==> src/rtl/pulse_pkg.sv <==
// Shared constants for the pulse simulator capture path.
package pulse_pkg;

    localparam int PULSE_DW   = 23;
    localparam int PULSE_NCH  = 2;
    localparam int CH_TRUTH   = 0;
    localparam int CH_READOUT = 1;
    localparam int PULSE_TS_W = 32;

endpackage

==> src/rtl/pulse_fifo.sv <==
// Synchronous frame FIFO with wrap-bit pointers and an asynchronous active-low reset.
module pulse_fifo #(
    parameter int WIDTH = 46,
    parameter int DEPTH = 16
) (
    input  logic             clk,
    input  logic             rst,
    input  logic             push,
    input  logic             pop,
    input  logic [WIDTH-1:0] wdata,
    output logic [WIDTH-1:0] rdata,
    output logic             full,
    output logic             empty
);

    localparam int AW = $clog2(DEPTH);
    localparam logic [AW:0] PTR_ONE = (AW + 1)'(1);

    logic [WIDTH-1:0] mem [DEPTH];
    logic [AW:0]      wptr;
    logic [AW:0]      rptr;
    logic             do_push;
    logic             do_pop;

    assign empty = (wptr == rptr);
    assign full  = (wptr[AW-1:0] == rptr[AW-1:0]) && (wptr[AW] != rptr[AW]);

    // A pop on the same edge frees the slot a full-FIFO push needs.
    assign do_pop  = pop && !empty;
    assign do_push = push && (!full || do_pop);

    always_ff @(posedge clk or negedge rst) begin
        if (!rst) begin
            wptr <= '0;
            rptr <= '0;
            for (int unsigned i = 0; i < DEPTH; i++) begin
                mem[i] <= '0;
            end
        end else begin
            if (do_push) begin
                mem[wptr[AW-1:0]] <= wdata;
                wptr              <= wptr + PTR_ONE;
            end
            if (do_pop) begin
                rptr <= rptr + PTR_ONE;
            end
        end
    end

    assign rdata = mem[rptr[AW-1:0]];

endmodule

==> src/rtl/pulse_capture.sv <==
// Per-channel hold registers, frame assembly and output FIFO for pulse sample streams.
// Optional frame timestamping is enabled with PULSE_CAPTURE_TS_EN.
module pulse_capture
    import pulse_pkg::*;
#(
    parameter int NCH   = PULSE_NCH,
    parameter int DW    = PULSE_DW,
    parameter int DEPTH = 16
) (
    input  logic              clk,
    input  logic              rst,
    input  logic [NCH-1:0]    in_en,
    input  logic [DW-1:0]     in_data,
    output logic [NCH*DW-1:0] hold,
    output logic              o_valid,
    input  logic              o_ready,
    output logic [NCH*DW-1:0] o_data,
    output logic              overrun,
    output logic [15:0]       drops
`ifdef PULSE_CAPTURE_TS_EN
    ,
    output logic [PULSE_TS_W-1:0] o_ts
`endif
);

    localparam int FW = NCH * DW;
`ifdef PULSE_CAPTURE_TS_EN
    localparam int EW = FW + PULSE_TS_W;
`else
    localparam int EW = FW;
`endif

    logic [FW-1:0]  hold_next;
    logic [NCH-1:0] pend;
    logic           complete;
    logic           pop;
    logic           full;
    logic           empty;
    logic [EW-1:0]  wdata;
    logic [EW-1:0]  rdata;

    always_comb begin
        hold_next = hold;
        for (int unsigned i = 0; i < NCH; i++) begin
            if (in_en[i]) begin
                hold_next[i*DW +: DW] = in_data;
            end
        end
    end

    assign complete = &(pend | in_en);
    assign o_valid  = !empty;
    assign pop      = o_valid && o_ready;

    always_ff @(posedge clk or negedge rst) begin
        if (!rst) begin
            hold    <= '0;
            pend    <= '0;
            overrun <= 1'b0;
            drops   <= '0;
        end else begin
            hold <= hold_next;
            pend <= complete ? '0 : (pend | in_en);
            if (|(pend & in_en)) begin
                overrun <= 1'b1;
            end
            if (complete && full && !pop && (drops != '1)) begin
                drops <= drops + 16'd1;
            end
        end
    end

`ifdef PULSE_CAPTURE_TS_EN
    logic [PULSE_TS_W-1:0] ts_cnt;

    always_ff @(posedge clk or negedge rst) begin
        if (!rst) begin
            ts_cnt <= '0;
        end else begin
            ts_cnt <= ts_cnt + 32'd1;
        end
    end

    assign wdata  = {ts_cnt, hold_next};
    assign o_data = rdata[FW-1:0];
    assign o_ts   = rdata[EW-1:FW];
`else
    assign wdata  = hold_next;
    assign o_data = rdata;
`endif

    pulse_fifo #(
        .WIDTH (EW),
        .DEPTH (DEPTH)
    ) u_fifo (
        .clk   (clk),
        .rst   (rst),
        .push  (complete),
        .pop   (pop),
        .wdata (wdata),
        .rdata (rdata),
        .full  (full),
        .empty (empty)
    );

endmodule

==> config.mk <==
export PLATFORM = sky130hd
export DESIGN_NAME = pulse_capture
export DESIGN_NICKNAME = d
export VERILOG_FILES = /design/src/rtl/pulse_pkg.sv /design/src/rtl/pulse_fifo.sv /design/src/rtl/pulse_capture.sv
export SDC_FILE = /design/constraint.sdc
export NUM_CORES = 2
export LEC_CHECK = 0
export CAP_MARGIN = 40
export CORE_UTILIZATION = 30
export CTS_CLUSTER_SIZE = 24
export DETAILED_ROUTE_END_ITERATION = 7
export SLEW_MARGIN = 0
export SYNTH_ARGS = -nofsm -noshare
export SYNTH_HDL_FRONTEND = slang
export SYNTH_SLANG_ARGS = --single-unit
==> constraint.sdc <==
create_clock -name clk -period 4.8 [get_ports clk]
set_clock_uncertainty 0.15 [all_clocks]
set_input_delay 1.44 -clock clk [delete_from_list [all_inputs] [get_ports clk]]
set_output_delay 1.44 -clock clk [all_outputs]
set_load 0.005 [all_outputs]
# After elaboration in Yosys (flattened, before gate mapping)

Index checks and enable logic that the tools add are counted.

Mux-type cells: 9
Bitwise gates (word level): 4
Multiply operators: 0
Divide/modulo/power cells: 0
Add/subtract/negate cells: 3
Magnitude comparators: 3
Shift operators: 0
Equal/unequal tests: 4
Reduce and logical (&&, ||, !) cells: 14

Operator list:

| cell                    | count |
|---|---|
| $bwmux W736             | 1 |
| $bmux W46 S4            | 1 |
| $demux W46 S4           | 1 |
| $mux W46                | 3 |
| $mux W23                | 2 |
| $add A16 B1 Y16 const B | 1 |
| $ne A16 B16 Y1 const B  | 1 |
| $add A5 B1 Y5 const B   | 2 |
| $ge A5 B5 Y1 const B    | 2 |
| $not A4 Y5              | 2 |
| $logic_and A1 B1 Y1     | 8 |
| $eq A5 B5 Y1            | 1 |
| $lt A5 B1 Y1 const B    | 1 |
| $eq A4 B4 Y1            | 1 |
| $logic_not A1 Y1        | 3 |
| $and A2 B2 Y2           | 1 |
| $mux W2                 | 1 |
| $or A2 B2 Y2            | 1 |
| $reduce_and A2 Y1       | 1 |
| $reduce_or A2 Y1        | 1 |
| $logic_or A1 B1 Y1      | 1 |
| $ne A1 B1 Y1            | 1 |

Output and inout bits: 110
Bits in writable memories: 0
Word-level logic and storage cells: 59
Memory bits (read-only): 0
Memories kept: 0
Flip-flop bits (word level): 811
Bits of input ports: 28
Latch bits: 0

# Longest topological paths before layout

Depth after elaboration: 6
Mapped depth: 9
Gate-level depth less buffers: 6

# Hierarchy

Synthesis repeated with hierarchy kept, for this count alone.

Cell total of the unflattened synthesis: 2246
Area total of the unflattened synthesis: 36388.6 sq um

By module, submodules not included:

| module        | instances | sequential area each (sq um) | area an instance (sq um) | cells an instance |
|---|---|---|---|---|
| pulse_fifo    | 1         | 18667.9                      | 33747.4                  | 2064 |
| pulse_capture | 1         | 1626.6                       | 2641.3                   | 182 |

# Worst setup path before layout

No wires, ideal clock.

Path kind: register -> output
Start point: register u_fifo.rptr[0]
End point: output port o_data[10]
Path slack: 1.170 ns
Cell stages (with the launch flop): 6
Arrival time: 2.040 ns
Data required time: 3.210 ns
Buffers on the path: 3
Cells stage by stage: dfrtp_1 buf_2 buf_2 buf_2 mux4_2 mux4_2

Cells in the longest elaborated chain, start to end: 4

Ends and longest elaborated chain:

| what                                        | RTL line            | RTL |
|---|---|---|
| from (decl)                                 | pulse_fifo.sv:21    | `logic [AW:0] rptr;` |
| from (signal assigned)                      | pulse_fifo.sv:45    | `rptr <= rptr + PTR_ONE;` |
| $not A4 Y5 (implied by the code)            | pulse_fifo.sv:50    | `assign rdata = mem[rptr[AW-1:0]];` |
| $bmux W46 S4                                | pulse_fifo.sv:50    |  |
| $mux W46 (implied by the code) (2 in a row) | pulse_fifo.sv:50    |  |
| to (decl)                                   | pulse_capture.sv:17 | `output logic [NCH*DW-1:0] o_data,` |

No other way between the ends. The select of a mux whose other input is x is not followed.

# Worst setup path after layout

Start point: register u_fifo.rptr[0]
End point: output port o_data[24]

The elaborated chain is that of the path after synthesis.

==> results.json <==
{
  "initial_core_util_pct": 30.4,
  "ys_top_cells_by_area": "dfrtp_1 58%, mux4_2 15%, a21oi_1 11%, nor2_1 8.0%, buf_2 1.7%",
  "cp-end-kind": "primary output",
  "min-delay-start": "drops[8]",
  "clkLatencyLatePin_ps": 680,
  "holdBufCountCts": 0,
  "core_um2": 115000,
  "grtUsageTotal_pct": 17.4,
  "cts_htree_levels": 3,
  "post_drt_via_cell_ratio": 4.98,
  "drt_iter0_markers": 1926,
  "grt-ovfl-total": 0,
  "place_congestion": 0.756,
  "synth_fa_ha_area_share_pct": 0.216,
  "whs_endpoint": "drops[8]",
  "syn-mean-instance-area_um2": 11.6,
  "p_comb_share_pct": 39.4,
  "final_cells": 4712,
  "hold_depth": 1,
  "r2r-end": "u_fifo.mem[113]",
  "switching_share_pct": 33.2,
  "rows": 124,
  "synth-main-ff-cell": "dfrtp_1",
  "antenna_found_initial": 5,
  "synth_top_family_by_area": "multiplexers",
  "dieWidth_um": 343,
  "grt_max_degree": 85,
  "clockRootBuffer": "clkbuf_16",
  "muxShareOfSynthArea_pct": 16.4,
  "yosys.area_share.simple_pct": 8.96,
  "path_class": "register to primary output",
  "synth_area_leader_cell": "dfrtp_1",
  "clk_path_buf_depth": 3,
  "vdd_drop_max_uv": 356,
  "ys_seq_elements": 811,
  "seq_area_frac_synth_pct": 58.3,
  "yosys_warnings": 0,
  "power_w": 0.0317,
  "syn_to_final_growth_pct": 20.1,
  "status": "finished, violations left",
  "max_freq_mhz": 212,
  "p_seq_share_pct": 37.9,
  "critPathRequiredTime_ps": 3210,
  "crit_path_start_kind": "register",
  "portBuffers": 137,
  "ys_types": 35,
  "cp-startpoint": "u_fifo.rptr[0]",
  "synthTopCellsByCount": "811 x dfrtp_1, 743 x nor2_1, 737 x a21oi_1, 230 x mux4_2, 119 x buf_2",
  "min_path_type": "register to register",
  "rsz0062_at_grt": "true",
  "ant_nets": 0,
  "pwr-share-clk_pct": 22.7,
  "critPathMaxFanout": 12,
  "preCtsSetupSlack_ps": 536,
  "maxCapViolCount": 0,
  "crit_arrival_ps": 3130,
  "ys_async_sr_fraction_pct": 100,
  "clk_pin_slew_ps": 60,
  "r2r_start": "u_fifo.rptr[2]",
  "synth-edff-count": 0,
  "period_needed_ps": 4720,
  "drt_first_pass_iters": 7,
  "internal_power_w": 0.0212,
  "powerDensity_nw_per_um2": 759,
  "grt_pass1_vias": 23247,
  "cts_tree": "built",
  "dieArea_um2": 117000,
  "drcViolationCount": 18,
  "finalMaxSlewViolations": 0,
  "tightestPinTransition_ps": 879,
  "place_inst": 4509,
  "synth_xor_area_share_pct": 0.604,
  "fin_crit_sh_pct": 98.3,
  "wl_per_cell_um": 21.7,
  "cts_buffers": 90,
  "synth_most_common_cell": "dfrtp_1",
  "synth_area_um2": 34800,
  "hold_violations": 0,
  "final_layout_size_suffix_gt1_share_pct": 17.7,
  "grt_pass1_wl_um": 152000,
  "rrSetupSlack_ps": 1240,
  "dpl_cell_area_um2": 38200,
  "cts_sinks": 811,
  "chipHeight_um": 343,
  "setup_violations": 0,
  "reg2reg_depth": 8,
  "final_cell_area_um2": 41800,
  "synth_top_area_share_pct": 58.3,
  "violations": "design-rule violations",
  "layout_setup_ws_ps": 79.8,
  "final-seq-area_um2": 20300,
  "hpwl_um": 60000,
  "slew_headroom_pct": 41.4,
  "dr_total_vias": 23458,
  "finalWirelength_um": 102000,
  "syn_inst": 3011,
  "syn_nets": 3045,
  "ios": 138,
  "leakage_nw": 17.3,
  "nets": 3157,
  "netSwitchingPower_w": 0.0105,
  "synth_compound_area_share_pct": 11.1,
  "final.fill_count": 11014,
  "multi_input_area_um2": 13200
}
## through the flow
stage	setup TNS, ps	hold WS [ps]	utilization (%)
2_1_floorplan	0	309	-
3_5_place_dp	0	340	33.3
5_1_grt	-6.18	374	36.5
4_1_cts	-31.7	349	36.3
3_3_place_gp	0	329	33.3
6_report	0	357	36.5
## worst max-delay path by stage
stage	endpoint	slack, ps	depth (start not counted)
6_report	o_data[24]	80	5
5_1_grt	o_data[24]	-4	5
4_1_cts	o_data[21]	-10	6
3_5_place_dp	o_data[45]	540	4
3_3_place_gp	o_data[24]	550	4
2_1_floorplan	o_data[10]	1170	5
## cell families after synthesis
logic type / Yosys count
AOI/OAI and AO/OA: 760
and+or+nand+nor: 806
buffers and inverters: 323
muxes: 281
DFF: 811
adders and majority gates: 6
xor gates and xnor gates: 24
## sequential cells by signal, summed over array words and instances (netlist names)
name / flops
u_fifo.wptr: 5
overrun: 1
drops: 16
u_fifo.rptr: 5
hold: 46
pend: 2
u_fifo.mem: 736
## placed cells by master (no fill, tap or decap), types with 6 or more instances in the layout
master and count:
clkbuf_16 92, a211oi_4 16, clkbuf_1 17, xnor2_1 8, buf_4 117, buf_16 10, dfrtp_1 807, clkinv_2 12
xor2_1 16, nor2_1 742, bufinv_16 6, clkbuf_8 27, clkdlybuf4s50_1 124, mux2i_1 46, buf_12 23, nand4_1 6
nand2_1 26, mux4_2 230, nor3_1 9, inv_1 51, ha_1 6, nand3_1 8, a21oi_1 737
## what timing repair did
| item | in CTS | in global routing |
|---|---|---|
| gates cloned | 4 | 2 |
| setup buffers | 12 | 16 |
| setup endpoints to repair | 42 | 14 |
| gates resized for setup | 13 | 6 |
## worst max-delay path, cell delays in order, from the launching register on
cell and delay [ps]:
dfrtp_4 450, buf_12 160, bufbuf_16 310, mux4_2 500, mux4_2 540, clkdlybuf4s50_1 490
## layer usage
layer,routed length (um),vias to the layer above,track usage [%]
met1,44600,11941,23.8
li1,-,10686,-
met2,46800,659,26.8
met4,3850,4,6.69
met3,6980,168,4.11
met5,22,-,0
## power by group through the flow
stage                     Sequential (W)  Clock [W]  Combinational (W)
after floorplan                   0.0113          0            0.00830
after global placement            0.0121          0             0.0118
after detailed placement          0.0121          0             0.0121
after CTS                         0.0120    0.00736             0.0125
after global routing              0.0124    0.00759             0.0137
final                             0.0120    0.00719             0.0125
## final cells by class
| class | instances | share of cell area (%) |
|---|---|---|
| timing repair buffer | 292 | 7.40 |
| inverter | 51 | 0.458 |
| clock buffer | 134 | 6.43 |
| sequential | 811 | 48.6 |
| antenna | 2 | 0.0120 |
| clock inverter | 33 | 1.06 |
| multi-input combinational | 1877 | 31.5 |
| tap | 1512 | 4.53 |
Power figures use the tool's default switching activity.
